File: src/rtl/xgmii_dly_ctrl.sv
// xgmii_dly_ctrl: write/read sequencer that turns a dual-port RAM into a fixed-latency XGMII delay line.
// Optional fill statistics counter is built when XGMII_DLY_FILL_CNT_EN is defined.
module xgmii_dly_ctrl #(
    parameter int            DEPTH     = 2560,
    parameter int            AW        = 12,
    parameter int            DW        = 38,
    parameter int            MIN_DLY   = 3,
    parameter logic [DW-1:0] IDLE_WORD = 38'h0F_07070707
) (
    input  logic          clk,
    input  logic          rst_n,
    input  logic          cfg_en,
    input  logic [AW-1:0] cfg_delay,
    input  logic [DW-1:0] din,
    output logic [DW-1:0] dout,
    output logic          dout_fill,
    output logic [AW-1:0] dly_act,
    output logic          busy,
    output logic          ram_ena,
    output logic          ram_wea,
    output logic [AW-1:0] ram_addra,
    output logic [DW-1:0] ram_dina,
    output logic          ram_rstb,
    output logic [AW-1:0] ram_addrb,
    input  logic [DW-1:0] ram_doutb,
    input  logic          cnt_clr,
    output logic [15:0]   fill_cnt
);
    typedef enum logic [1:0] {S_IDLE, S_FILL, S_RUN} state_t;

    localparam logic [AW-1:0] DMIN = AW'(MIN_DLY);
    localparam logic [AW-1:0] DMAX = AW'(DEPTH - 1);

    state_t        state_q, state_d;
    logic [AW-1:0] wp_q, wp_d, fcnt_q, fcnt_d, dly_q, dly_d;
    logic [AW-1:0] d_clamp, wp_inc, rd_ofs, rp;
    logic [DW-1:0] dout_q;
    logic          fill_q;

    always_comb begin
        if (cfg_delay < DMIN)      d_clamp = DMIN;
        else if (cfg_delay > DMAX) d_clamp = DMAX;
        else                       d_clamp = cfg_delay;
    end

    assign wp_inc = (wp_q == DMAX) ? '0 : wp_q + AW'(1);
    // Read trails write by D-2: one cycle for RAM latency, one for the dout register.
    // rd_ofs lies in [1, DEPTH-3], so rp never equals wp; modular AW-bit math is exact here.
    assign rd_ofs = dly_q - AW'(2);
    assign rp     = (wp_q >= rd_ofs) ? wp_q - rd_ofs : wp_q + AW'(DEPTH) - rd_ofs;

    always_comb begin
        state_d = state_q;
        wp_d    = wp_q;
        fcnt_d  = fcnt_q;
        dly_d   = dly_q;
        case (state_q)
            S_IDLE: begin
                wp_d   = '0;
                fcnt_d = '0;
                if (cfg_en) begin
                    state_d = S_FILL;
                    dly_d   = d_clamp;
                end
            end
            S_FILL: begin
                wp_d   = wp_inc;
                fcnt_d = fcnt_q + AW'(1);
                if (fcnt_q == dly_q - AW'(1)) state_d = S_RUN;
            end
            S_RUN:   wp_d = wp_inc;
            default: state_d = S_IDLE;
        endcase
        // Disable has priority over a delay change; a change restarts the fill without a wp gap.
        if (state_q != S_IDLE) begin
            if (!cfg_en) begin
                state_d = S_IDLE;
                wp_d    = '0;
                fcnt_d  = '0;
            end else if (d_clamp != dly_q) begin
                state_d = S_FILL;
                dly_d   = d_clamp;
                fcnt_d  = '0;
            end
        end
    end

    always_ff @(posedge clk or negedge rst_n) begin
        if (!rst_n) begin
            state_q <= S_IDLE;
            wp_q    <= '0;
            fcnt_q  <= '0;
            dly_q   <= DMIN;
            dout_q  <= IDLE_WORD;
            fill_q  <= 1'b1;
        end else begin
            state_q <= state_d;
            wp_q    <= wp_d;
            fcnt_q  <= fcnt_d;
            dly_q   <= dly_d;
            dout_q  <= (state_d == S_RUN) ? ram_doutb : IDLE_WORD;
            fill_q  <= (state_d != S_RUN);
        end
    end

    assign dout      = dout_q;
    assign dout_fill = fill_q;
    assign dly_act   = dly_q;
    assign busy      = (state_q == S_FILL);
    assign ram_ena   = (state_q != S_IDLE);
    assign ram_wea   = (state_q != S_IDLE);
    assign ram_rstb  = (state_q == S_IDLE);
    assign ram_addra = wp_q;
    assign ram_addrb = (state_q == S_IDLE) ? '0 : rp;
    assign ram_dina  = din;

`ifdef XGMII_DLY_FILL_CNT_EN
    logic [15:0] fc_q;
    always_ff @(posedge clk or negedge rst_n) begin
        if (!rst_n)                                             fc_q <= '0;
        else if (cnt_clr)                                       fc_q <= '0;
        else if (fill_q && state_q != S_IDLE && fc_q != 16'hFFFF) fc_q <= fc_q + 16'd1;
    end
    assign fill_cnt = fc_q;
`else
    logic unused_cnt_clr;
    assign unused_cnt_clr = cnt_clr;
    assign fill_cnt       = '0;
`endif

endmodule

File: config.mk
export PLATFORM = sky130hd
export DESIGN_NAME = xgmii_dly_ctrl
export DESIGN_NICKNAME = d
export VERILOG_FILES = /design/src/rtl/xgmii_dly_ctrl.sv
export SDC_FILE = /design/constraint.sdc
export NUM_CORES = 1
export LEC_CHECK = 0
export ABC_AREA = 1
export CORE_UTILIZATION = 49
export DETAILED_ROUTE_END_ITERATION = 8
export MAX_ROUTING_LAYER = met4
export PLACE_DENSITY = 0.87
export RECOVER_POWER = 50
export SYNTH_ARGS = -nofsm -noshare
export SYNTH_HDL_FRONTEND = slang
export SYNTH_SLANG_ARGS = --single-unit
File: constraint.sdc
create_clock -name clk -period 10.2 [get_ports clk]
set_input_delay 2.04 -clock clk [delete_from_list [all_inputs] [get_ports clk]]
set_output_delay 2.04 -clock clk [all_outputs]
set_load 0.02 [all_outputs]
Yosys cells after proc, flatten, opt, wreduce, memory -nomap -nowiden
Index checks and enable logic that the tools add are counted.
{"block": "word_totals", "regBits": 77, "latch_bits": 0, "ram_bits": 0, "romBits": 0, "elab_cells": 50, "n_memories": 0}
{"block": "classes", "addsub": 7, "mul": 0, "div": 0, "order_cmp": 3, "eq_ne": 7, "n_shift": 0, "muxes": 24, "n_bitwise": 0, "reduce_logical": 3}
{"operator": "$mux W12", "n": 15}
{"operator": "$pmux W12 S2", "n": 2}
{"operator": "$mux W38", "n": 1}
{"operator": "$add A12 B1 Y12 const B", "n": 2}
{"operator": "$sub A12 B12 Y12", "n": 2}
{"operator": "$add A12 B12 Y12 const B", "n": 1}
{"operator": "$eq A12 B12 Y1", "n": 1}
{"operator": "$eq A12 B12 Y1 const B", "n": 1}
{"operator": "$ge A12 B12 Y1", "n": 1}
{"operator": "$gt A12 B12 Y1 const B", "n": 1}
{"operator": "$lt A12 B2 Y1 const B", "n": 1}
{"operator": "$ne A12 B12 Y1", "n": 1}
{"operator": "$sub A12 B1 Y12 const B", "n": 1}
{"operator": "$sub A12 B2 Y12 const B", "n": 1}
{"operator": "$mux W2", "n": 5}
{"operator": "$pmux W2 S3", "n": 1}
{"operator": "$eq A2 B2 Y1 const B", "n": 2}
{"operator": "$eq A2 B1 Y1 const B", "n": 1}
{"operator": "$logic_not A2 Y1", "n": 1}
{"operator": "$ne A2 B2 Y1 const B", "n": 1}
{"operator": "$reduce_bool A2 Y1", "n": 1}
{"operator": "$reduce_or A2 Y1", "n": 1}

Depth between registers and ports, before layout
Gate-level depths: netlist (run 1).
{"block": "logic_depth", "word_depth": 9, "depth_mapped": 19}

Worst setup path before layout (run 1)
No wires, ideal clock.
{"block": "synth_timing", "path_type": "register to output", "from": "register dly_q[1] (netlist: dly_act[1])", "to": "output ram_addrb[11]", "arrival_ns": 3.298, "required_time_ns": 8.160, "path_slack_ns": 4.862, "path_stages_with_launch": 20, "path_cell_list": "dfstp_2 -> inv_1 -> ha_1 -> nand2_1 -> nor2_2 -> nand2_1 -> xor2_1 -> ha_1 -> inv_1 -> fa_1 -> nor2_1 -> a211oi_1 -> nand2_1 -> nand2_1 -> a21oi_1 -> nor2_1 -> nand2_1 -> nand3_1 -> nand2_1 -> nor2_1"}
{"block": "synth_via", "elab_chain_len": 4, "word_cells_on_any_way": 6, "classes_between": "add/sub: 3; order compare: 1; mux: 2"}
{"element": "start, declared", "line_no": "35", "text": "logic [AW-1:0] wp_q, wp_d, fcnt_q, fcnt_d, dly_q, dly_d;"}
{"element": "start signal, assigned", "line_no": "100", "text": "dly_q <= dly_d;"}
{"element": "$sub A12 B2 Y12 *", "line_no": "49", "text": "assign rd_ofs = dly_q - AW'(2);"}
{"element": "$sub A12 B12 Y12 / $ge A12 B12 Y1 (equally long branches)", "line_no": "50", "text": "assign rp = (wp_q >= rd_ofs) ? wp_q - rd_ofs : wp_q + AW'(DEPTH) - rd_ofs;"}
{"element": "$mux W12 *", "line_no": "50"}
{"element": "$mux W12 *", "line_no": "114", "text": "assign ram_addrb = (state_q == S_IDLE) ? '0 : rp;"}
{"element": "end, declared", "line_no": "24", "text": "output logic [AW-1:0] ram_addrb,"}
Mark *: on every way between the ends. The rest lies on a longest branch, timed or not.

Worst setup path after layout (run 1)
Ends and elaborated chain as after synthesis.

==> metrics.md, run 1 <==
| Metric | Value |
|---|---|
| Ant. Diodes | 0 |
| Final Util | 62.3% |
| Fin nets | 985 |
| Final period util | approximately 64% |
| Clock Sinks | 77 |
| CTS Buf Count | 9 |
| FILL cells | between 900 and 1,000 |
| FFs w/ async S/R, synth | 100% |
| Number of global-route vias before repair | roughly 5,000 |
| Fin crit period | ~6.5 ns |
| DP Area | 0.00689 mm² |
| Fin cells | 999 |
| Syn Area/Cell | roughly 7.6 µm² |
| Slew HR | -169% |
| First-pass DRT Iterations | 7 |
| Area growth from synthesis to layout | 23.0% |
| Outcome | complete, but fails checks |
| Antenna-violating nets left | 0 |
| Die area | 0.0123 mm² |
| RD Place Congestion | 0.917 |
| Yosys Warn Count | 0 |
| Routed wire per std cell | 14.0 µm |
| Hold Path Depth | 1 |
| Hold Fails Final Rpt | 0 |
| Reg2reg end | dout[19] |
| Pin count of the biggest net entering global routing | 78 |
| Final Cell Area | 0.00717 mm² |
| M3 GR Usage | between 5 and 6% |
| Clock transition at the registers of the reported paths | 0.06 ns |
| Hold path startpoint | fcnt_q[4] |
| Height of the die | 111 µm |
| Number of synthesized flops with an enable pin | 0 |
| Endpoints failing setup | 0 |
| Num rows | 39 |
| Met2 track demand over resource | between 30 and 40% |
| Peak supply drop | 94.5 µV |
| I/O Pins | 225 |
| H-tree depth | 3 |
| Final Skew | between 0.006 and 0.007 ns |
| Slew @ Worst Pin | 4.03 ns |
| Hold_ws | 0.592 ns |
| Fraction of layout cells with a size suffix above 1 | 8.41% |
| FF-to-FF Start | dly_act[0] |
| Critical Path End | ram_addrb[11] |
| Flops & latches, synth | 77 |
| Root Driver | clkbuf_16 |
| Clock Latency Late Sink | between 0.3 and 0.4 ns |
| Initial antenna violation count | 0 |
| Post-layout power | roughly 1.1 mW |
| Max cap viols | 1 |
| DRC Markers | 18 |
| CP Class | register to output port |
| Iter 0 DRT Violations | 286 |
| Synth Instances | 763 |
| Worst Setup End Kind | output port |
| Worst Hold Class | register to register |
| DP Worst Slack | 4.05 ns |
| Total negative slack | 0 ns |
| Core area | 0.0115 mm² |
| Leakage | 3.46 nW |
| Routing usage on met1 | between 20% and 30% |
| Die X | 111 µm |
| Residual overflow from global routing | 0 |
| Hold-fix buffers at CTS | 0 |
| RSZ-0062 raised after global routing | no |
| Routed vias/inst | 5.18 |
| Worst EP arrival | 4.50 ns |
| Placed insts | 983 |
| Starting Density | 50.7% |
| PD cells | 160 mW/mm² |
| Worst path required time | 8.16 ns |
| Final setup margin | 3.66 ns |
| Failing checks | design-rule violations, max-capacitance violations, max-slew violations |
| Setup slack, reg-to-reg | roughly 7.2 ns |
| Most frequently used flop master after synthesis | dfrtp_1 |
| GRT Resource Usage Total | between 20 and 25% |
| Yosys cell types | 42 |
| CTS resizes | 0 |
| Dpl hpwl | roughly 11,000 µm |
| FF-to-FF path depth | 16 |
| Number of setup buffers added after CTS | 0 |
| CTS Buffer Depth | 2 |
| Critical path launch point | dly_act[1] |
| PortBufs | between 100 and 150 |
| Slew Viols, Final | 78 |
| Gr busiest metal | met2 |
| First-pass GRT wire length | 23,300 µm |
| Sequential area share after synthesis | 33.4% |
| Crit start category | register |
| Cell Area, Synth | 0.00583 mm² |
| CTS tree | built |
| Vias | 5,178 |
| Max Fclk | between 0.15 and 0.2 GHz |
| Final WL | 14,000 µm |
| Max FO, Critical Path | 6 |
==> cells in the mapped netlist (2+ instances only) <==
library cell  count  share of area [%]
clkbuf_1          8               0.51
a31oi_1           5               0.54
dfstp_2          19                8.6
buf_6             3               0.58
buf_4            56                7.2
nor3_1            9               0.77
nor2_2           22                2.4
buf_2             2               0.17
nand3_1          44                3.8
or2_2             5               0.54
o21ai_0          29                2.5
ha_1             31                6.6
nor2_1           79                5.1
o22ai_1           2               0.21
a21oi_4           2               0.56
xor2_1           21                3.2
inv_1           109                7.0
a211oi_1          9                1.2
xnor2_1          11                1.7
nand3b_1         17                2.2
inv_2             2               0.13
a32oi_1           3               0.45
a22oi_1           3               0.39
nand2_2           4               0.43
nand4_1           8               0.86
fa_1             11                3.8
nand2_1         149                9.6
dfrtp_1          58                 25
a21oi_1          27                2.3
o21bai_1          3               0.39
==> how the worst min path moves through the flow <==
stage | end | slack, ns
4_1_cts | fcnt_q[4] | 0.58
6_report | fcnt_q[4] | 0.59
2_1_floorplan | fcnt_q[4] | 0.51
3_5_place_dp | fcnt_q[4] | 0.57
5_1_grt | fcnt_q[11] | 0.61
3_3_place_gp | fcnt_q[4] | 0.57
==> state kept, by name, summed over array words and instances, names as in the netlist <==
| name | flops |
|---|---|
| state_q | 2 |
| fcnt_q | 12 |
| ram_addra | 12 |
| dly_act | 12 |
| dout | 38 |
| dout_fill | 1 |
==> cell type report <==
type / instances / area (µm²) / share of cell area, %
Clock buffer: 11 / 253 / 3.52
Clock inverter: 5 / 41.3 / 0.576
Inverter: 111 / 417 / 5.81
Multi-Input combinational cell: 520 / 3020 / 42.2
Sequential cell: 77 / 1950 / 27.2
Tap cell: 143 / 179 / 2.49
Timing Repair Buffer: 132 / 1310 / 18.2
==> power breakdown <==
group	switching (mW)	internal (mW)	leakage, nW
registers	0.0241	0.322	0.984
logic	0.300	0.187	2.34
clock network	0.132	0.181	0.139
==> logic make-up after synthesis <==
logic type / share of synthesized area (%)
buffers and inverters: 15.7
other: 0.0643
AO/OA/AOI/OAI: 9.46
adder cells (fa/ha/maj): 10.4
AND/OR/NAND/NOR: 26.1
flip-flops: 33.4
XOR/XNOR: 4.80
==> critical path: stages (launching register included) <==
cell and delay, ns:
dfstp_2 0.59, inv_1 0.17, ha_1 0.33, nand2_1 0.11, nor2_2 0.05, nand2_1 0.09
xor2_1 0.32, ha_1 0.24, inv_1 0.05, fa_1 0.57, nor2_1 0.09, a211oi_1 0.32
nand2_1 0.08, nand2_1 0.09, a21oi_1 0.09, nor2_1 0.09, nand2_1 0.05, nand3_1 0.07
nand2_1 0.05, nor2_1 0.09, clkdlybuf4s50_1 0.62
==> cells in the final DEF, fill, tap and decap left out, types with 2 or more instances in the layout <==
master / count
fa_1: 11
conb_1: 16
o22ai_1: 2
dlygate4sd3_1: 35
xnor2_1: 11
nor3_1: 9
nand4_1: 8
nor2_1: 79
nor2_2: 22
inv_6: 3
dfstp_2: 19
or2_2: 5
clkbuf_1: 2
inv_2: 2
a31oi_1: 5
clkbuf_8: 2
a211oi_1: 9
a32oi_1: 3
nand2_1: 149
xor2_1: 21
a21oi_4: 2
clkinvlp_4: 2
ha_1: 31
a22oi_1: 3
clkbuf_16: 9
inv_1: 109
o21ai_0: 29
a21oi_1: 27
nand2_2: 4
nand3b_1: 17
dfrtp_1: 58
nand3_1: 44
o21bai_1: 3
clkdlybuf4s50_1: 95
==> routing by layer <==
metal,wire length [µm],vias to the layer above,share of wire (%)
met2,6560,211,47
met1,5870,2413,42
met4,440,0,3.1
met3,1150,31,8.2
met5,0,-,0
li1,-,2523,-
No activity file was read; power rests on OpenSTA's default activity.
==> run 2: changes to the inputs <==
CORE_UTILIZATION = 41   (was 49)
PLACE_DENSITY = 0.78   (was 0.87)
clock period = 5.25 ns   (was 10.2 ns; I/O delays follow)
==> metrics.md, run 2 (synthesized netlist as in run 1, its figures left out) <==
| Metric | Value |
|---|---|
| Post-layout power | 2.30 mW (+100%) |
| RSZ-0062 raised after global routing | yes |
| Worst EP arrival | 3.91 ns (-0.59 ns) |
| First-pass DRT Iterations | 5 (-2) |
| Dpl hpwl | 11,400 µm (+5.6%) |
| H-tree depth | 3 (unchanged) |
| Fin nets | 987 (+0.20%) |
| Routed wire per std cell | 14.2 µm (+1.3%) |
| Leakage | 3.53 nW (+1.9%) |
| Clock transition at the registers of the reported paths | 0.06 ns (about the same) |
| Final period util | 94.5% |
| Die X | 121 µm (+9.2%) |
| Fraction of layout cells with a size suffix above 1 | 9.21% (+0.80 points) |
| Slew @ Worst Pin | 1.92 ns (-2.11 ns) |
| Final setup margin | 0.290 ns (-3.37 ns) |
| FILL cells | 1,327 (+37%) |
| Slew HR | -28.0% (+140 points) |
| Worst path required time | 4.20 ns (-3.96 ns) |
| Critical Path End | ram_addrb[7] |
| Core area | 0.0139 mm² (+21%) |
| Total negative slack | 0 ns (unchanged) |
| Max cap viols | 2 (+1) |
| PD cells | 316 mW/mm² (+97%) |
| Endpoints failing setup | 0 (unchanged) |
| Setup slack, reg-to-reg | 2.11 ns (-5.04 ns) |
| Routed vias/inst | 4.94 (-4.6%) |
| FF-to-FF Start | state_q[1] |
| Antenna-violating nets left | 0 (unchanged) |
| Failing checks | max-capacitance violations, max-slew violations |
| Initial antenna violation count | 0 (unchanged) |
| Register area | 0.00195 mm² (unchanged) |
| Height of the die | 121 µm (+9.2%) |
| Commonest non-fill, non-tap cell in the layout | nand2_1 |
| Hold Fails Final Rpt | 0 (unchanged) |
| CTS tree | built |
| Clock Latency Late Sink | 0.34 ns (about the same) |
| Final Skew | 0.00905 ns (+0.00225 ns) |
| Starting Density | 42.0% (-8.6 points) |
| CTS Buffer Depth | 2 (unchanged) |
| Fin cells | 1,038 (+3.9%) |
| Outcome | complete, but fails checks |
| Critical path launch point | dly_act[1] |
| Final Util | 52.6% (-9.7 points) |
| Clock Sinks | 77 (unchanged) |
| Fin crit period | 4.96 ns |
| DP Area | 0.00695 mm² (+0.89%) |
| DRC Markers | 0 (-18) |
| Num rows | 43 (+10%) |
| PortBufs | 131 (unchanged) |
| Placed insts | 1,022 (+4.0%) |
| First-pass GRT wire length | 24,300 µm (+4.5%) |
| RD Place Congestion | 0.882 (-3.8%) |
| Peak supply drop | 165 µV (+75%) |
| Final WL | 14,800 µm (+5.3%) |
| GRT Resource Usage Total | 22.1% (-2.2 points) |
| Reg2reg end | dout[31] |
| Area growth from synthesis to layout | 25.1% |
| Commonest non-fill, non-tap cells in the layout | 149 x nand2_1, 115 x clkdlybuf4s50_1, 108 x inv_1 |
| Max reg flops | 38 (unchanged) |
| Root Driver | clkbuf_16 |
| Residual overflow from global routing | 0 (unchanged) |
| Pin count of the biggest net entering global routing | 78 (unchanged) |
| Ant. Diodes | 0 (unchanged) |
| Max FO, Critical Path | 6 (unchanged) |
| Vias | 5,130 (-0.93%) |
| Number of setup buffers added after CTS | 0 (unchanged) |
| Number of global-route vias before repair | 5,097 (+2.6%) |
| Iter 0 DRT Violations | 338 (+18%) |
| Worst Setup End Kind | output port |
| Multi-input logic area | 0.00304 mm² (+0.62%) |
| DP Worst Slack | 0.293 ns (-3.75 ns) |
| Final Cell Area | 0.00730 mm² (+1.7%) |
| FF-to-FF path depth | 8 (-8) |
| Slew Viols, Final | 94 (+21%) |
| CTS Buf Count | 9 (unchanged) |
| Hold_ws | 0.580 ns (-0.0121 ns) |
| Max Fclk | 0.202 GHz |
| Die area | 0.0147 mm² (+19%) |
| Worst Hold Class | register to register |
| Crit start category | register |
| CP Class | register to output port |
| Hold-fix buffers at CTS | 0 (unchanged) |
| I/O Pins | 225 (unchanged) |
==> run 2: cell types whose count changed in the layout (fill, tap and decap cells not counted), sizes merged <==
cell           delta
inv               -3
clkinv            +1
dlymetal6s2s      +4
dlygate4sd3      -24
clkinvlp          -2
clkbuf            +2
bufinv            +1
buf               +3
clkdlybuf4s50    +20
==> run 2: critical path, stage by stage, from the launching register on <==
cell and delay, ns:
dfstp_2 0.57, inv_1 0.07, buf_4 0.16, nand2_1 0.12, xor2_1 0.37, ha_1 0.39
ha_1 0.27, a21oi_1 0.17, nand2_1 0.12, nand2_1 0.10, nand2_1 0.06, a21oi_1 0.15
xor2_1 0.08, a21oi_1 0.12, a21boi_0 0.20, clkdlybuf4s50_1 0.62
==> run 2: layout make-up <==
type / instances / area share [%]
clock buffers: 14 / 3.91
repair buffers: 134 / 18.3
flip-flops and latches: 77 / 26.7
clock inverters: 2 / 0.531
inverters: 111 / 5.71
well taps: 180 / 3.09
multi-input cells: 520 / 41.7
==> run 2: power by group <==
group	internal, mW	total (mW)	switching, mW
Sequential	0.626	0.672	0.0465
Combinational	0.370	0.964	0.594
Clock	0.424	0.667	0.243
Total	1.42	2.30	0.883
==> run 2: worst min path at each step <==
stage | depth (start not counted) | slack [ns] | to | from
5_1_grt | 1 | 0.62 | fcnt_q[4] | fcnt_q[4]
3_5_place_dp | 1 | 0.57 | fcnt_q[4] | fcnt_q[4]
6_report | 1 | 0.58 | fcnt_q[4] | fcnt_q[4]
3_3_place_gp | 1 | 0.56 | fcnt_q[4] | fcnt_q[4]
4_1_cts | 1 | 0.58 | fcnt_q[4] | fcnt_q[4]
2_1_floorplan | 1 | 0.51 | fcnt_q[4] | fcnt_q[4]
==> run 2: routing by layer <==
metal  vias to the layer above  global-route usage [%]  part of all wire, %
met5                         -                       -                    0
met4                         0                    9.03                  2.5
met3                        27                    5.08                  6.2
met2                       195                    35.1                   47
met1                      2376                    27.2                   45
li1                       2532                       -                    -
==> run 2: repair_timing <==
| action | 4_1_cts | 5_1_grt |
|---|---|---|
| endpoints found under the setup margin | 1 | 4 |
| pin swaps | 0 | 0 |
| gates resized for setup | 2 | 8 |
==> run 3: changes to the inputs <==
ABC_AREA = 0   (was 1)
CORE_UTILIZATION = 40   (was 41)
CTS_CLUSTER_DIAMETER = 200   (was not set)
PLACE_DENSITY = 0.77   (was 0.78)
==> metrics.md, run 3 <==
| Metric | Value |
|---|---|
| Outcome | complete, but fails checks |
| Failing checks | max-capacitance violations, max-slew violations |
| Int Power | 1.29 mW (-9.1%) |
| Switching power | 0.766 mW (-13%) |
| RSZ-0062 raised after global routing | no |
| Max Fclk | 0.200 GHz (-0.86%) |
| Compound-Gate Fraction of Synth Area | 9.85% (+0.39 points) |
| Root Driver | clkbuf_16 |
| Die X | 121 µm (-0.34%) |
| CP Class | register to output port |
| Synth Instances | 613 (-20%) |
| Flops & latches, synth | 77 (unchanged) |
| Num rows | 43 (unchanged) |
| Final period util | 95.3% (+0.82 points) |
| Clock Sinks | 77 (unchanged) |
| Commonest non-fill, non-tap cells in the layout | 111 x clkdlybuf4s50_1, 62 x nor2_1, 58 x dfrtp_1 |
| I/O Pins | 225 (unchanged) |
| Antenna-violating nets left | 0 (unchanged) |
| CTS Buf Count | 9 (unchanged) |
| PD cells | 289 mW/mm² (-8.5%) |
| Synth top cells by count | 62 x nor2_1, 58 x dfrtp_1, 56 x buf_4 |
| Yosys Warn Count | 0 (unchanged) |
| Flop pwr share | 32.6% (+3.4 points) |
| Number of global-route vias before repair | 4,208 (-17%) |
| DP Worst Slack | 0.181 ns (-0.112 ns) |
| DP Area | 0.00678 mm² (-2.5%) |
| Routed vias/inst | 5.06 (+2.3%) |
| Yosys cell types | 69 (+64%) |
| Worst Setup End Kind | output port |
| Max cap viols | 1 (-1) |
| Mux cell area share after synthesis | 2.55% (+2.5 points) |
| Fraction of layout cells with a size suffix above 1 | 9.66% (+0.45 points) |
| Most frequently used flop master after synthesis | dfrtp_1 |
| First-pass GRT wire length | 21,100 µm (-13%) |
| Worst path required time | 4.20 ns (about the same) |
| Commonest non-fill, non-tap cell in the layout | clkdlybuf4s50_1 |
| Crit start category | register |
| Final setup margin | 0.246 ns (-0.0431 ns) |
| Pin count of the biggest net entering global routing | 78 (unchanged) |
| Ant. Diodes | 0 (unchanged) |
| Sequential area share after synthesis | 34.5% (+1.1 points) |
| Worst Hold Class | register to register |
| Largest stage delay on the critical path | 0.53 ns (-0.09 ns) |
| Fin nets | 833 (-16%) |
| CP max-delay cell | or4b_4 |
| First-pass DRT Iterations | 5 (unchanged) |
| Slew Viols, Final | 78 (-17%) |
| Post-Synth Adder-Cell Area | 10.8% (+0.33 points) |
| Clock transition at the registers of the reported paths | 0.06 ns (about the same) |
| CP Cell Sequence | inv_1 -> ha_1 -> or4b_4 -> nor2_1 -> xnor2_1 -> ha_1 -> buf_4 -> ha_1 -> o41ai_2 -> o21ai_0 -> xor2_1 -> mux2i_1 -> nor2_1 -> dlygate4sd2_1 |
| Dpl hpwl | 9700 µm (-15%) |
| Max FO, Critical Path | 6 (unchanged) |
| Combinational Power Share | 37.7% (-4.1 points) |
| Crit path max-delay family | adder cells |
| Routed wire per std cell | 14.5 µm (+1.9%) |
| Clock Latency Late Sink | 0.34 ns (about the same) |
| Total negative slack | 0 ns (unchanged) |
| Leakage | 3.11 nW (-12%) |
| Die area | 0.0146 mm² (-0.68%) |
| Share of the synthesized area in the top cell type | 25.7% (+0.80 points) |
| Largest family of logic cells by synthesized area | simple AND/OR/NAND/NOR gates |
| XOR/XNOR share of the synthesized area | 9.61% (+4.8 points) |
| Final Cell Area | 0.00712 mm² (-2.4%) |
| Residual overflow from global routing | 0 (unchanged) |
| Top area cells in the synthesized netlist | dfrtp_1 26%, dfstp_2 8.8%, buf_4 7.4%, ha_1 6.9%, xnor2_1 5.0% |
| Hold Path Depth | 2 (+1) |
| RD Place Congestion | 0.889 (+0.76%) |
| Height of the die | 121 µm (-0.34%) |
| Number of synthesized flops with an enable pin | 0 (unchanged) |
| Max reg flops | 38 (unchanged) |
| Area leader, netlist | dfrtp_1 |
| Worst EP arrival | 3.95 ns (+0.04 ns) |
| Cell Area, Synth | 0.00565 mm² (-3.1%) |
| DRC Markers | 0 (unchanged) |
| Endpoints failing setup | 0 (unchanged) |
| Hold-fix buffers at CTS | 0 (unchanged) |
| Final WL | 12,800 µm (-13%) |
| CP dominant cell by count | ha_1 |
| FFs w/ async S/R, synth | 100% (unchanged) |
| Final Util | 51.5% (-1.1 points) |
| GRT Resource Usage Total | 19.1% (-3.0 points) |
| Final Skew | 0.00867 ns (-0.000382 ns) |
| Slew HR | -27.0% (+1.0 points) |
| Switching Fraction | 37.3% (-1.1 points) |
| Post-layout power | 2.06 mW (-11%) |
| Initial antenna violation count | 0 (unchanged) |
| Peak supply drop | 203 µV (+23%) |
| Clock Power Share | 29.7% (+0.7 points) |
| Setup slack, reg-to-reg | 2.06 ns (-0.05 ns) |
| Synth Area in Simple Gates | 21.3% (-4.8 points) |
| Area growth from synthesis to layout | 26.0% |
| Crit path depth | 14 (-1) |
| Iter 0 DRT Violations | 274 (-19%) |
| FF-to-FF path depth | 10 (+2) |
| Starting Density | 40.9% (-1.1 points) |
| Syn Area/Cell | 9.22 µm² (+21%) |
| Most frequent cell after synthesis | nor2_1 |
| FILL cells | 1,263 (-4.8%) |
| Core area | 0.0138 mm² (-0.39%) |
| Crit path buf inv count | 3 (unchanged) |
| CTS Buffer Depth | 2 (unchanged) |
| PortBufs | 131 (unchanged) |
| Slew @ Worst Pin | 1.90 ns (-0.0155 ns) |
| Hold Fails Final Rpt | 0 (unchanged) |
| H-tree depth | 3 (unchanged) |
| CTS tree | built |
| Vias | 4,470 (-13%) |
| Fin crit period | 5.00 ns (+0.0431 ns) |
[run 3: cell count changes after synthesis, moves of 11 or more]
| cell | change |
|---|---|
| and2_1 | +26 |
| inv_1 | -82 |
| mux2i_1 | +11 |
| nand2_1 | -111 |
| nand2b_1 | +21 |
| nand3_1 | -26 |
| nand3b_1 | -17 |
| nor2_1 | -17 |
| nor2_2 | -22 |
| o21ai_0 | -12 |
| xnor2_1 | +21 |
[run 3: layout make-up]
| type | count | area (µm²) | area share, % |
|---|---|---|---|
| clock inverters | 7 | 65.1 | 0.913 |
| repair buffers | 142 | 1410 | 19.7 |
| clock buffers | 9 | 225 | 3.16 |
| inverters | 27 | 101 | 1.42 |
| well taps | 180 | 225 | 3.16 |
| multi-input cells | 442 | 3150 | 44.2 |
| flip-flops and latches | 77 | 1950 | 27.4 |
[run 3: routing by layer]
layer,part of all wire [%],global-route usage [%]
met5,0,-
met1,43,23.3
met2,50,31.0
met3,4.8,3.48
met4,1.8,8.18
[run 3: repair_timing]
item / 4_1_cts / 5_1_grt
endpoints found under the setup margin: 10 / 8
pin swaps: 0 / 1
setup buffers: 0 / 2
resized for setup: 7 / 9
[run 3: tightest hold or removal path, stage by stage (launching register included)]
cell and delay [ns]:
dfrtp_1 0.37, inv_1 0.07, a21oi_1 0.06
[run 3: path summary, 6_finish.rpt]
kind,startpoint,to
worst max-delay path,dly_act[1],ram_addrb[10]
worst min-delay path,dly_act[2],dly_act[2]
worst max register to register,dly_act[0],dout[6]
worst min register to register,dly_act[2],dly_act[2]
max in group asynchronous,rst_n,ram_addra[9]
min in group asynchronous,rst_n,dly_act[9]
[run 3: cells by family after synthesis]
logic type	after synthesis
DFF	77
other	1
muxes	14
AOI/OAI and AO/OA	83
adders and majority gates	42
and+or+nand+nor	225
xor gates and xnor gates	62
buffers and inverters	109
[run 3: per-stage QoR]
| stage | hold WS, ns | cells |
|---|---|---|
| finish | 0.541 | 884 |
| global route | 0.581 | 884 |
| CTS | 0.547 | 882 |
| detailed placement | 0.535 | 866 |
| global placement | 0.522 | 866 |
| floorplan | 0.546 | 628 |
[run 3: power by group through the flow]
stage	sequential [mW]	combinational [mW]	clock (mW)
3_5_place_dp	0.682	0.786	0
3_3_place_gp	0.681	0.777	0
4_1_cts	0.672	0.784	0.631
6_report	0.671	0.775	0.611
2_1_floorplan	0.677	0.542	0
5_1_grt	0.676	0.849	0.657
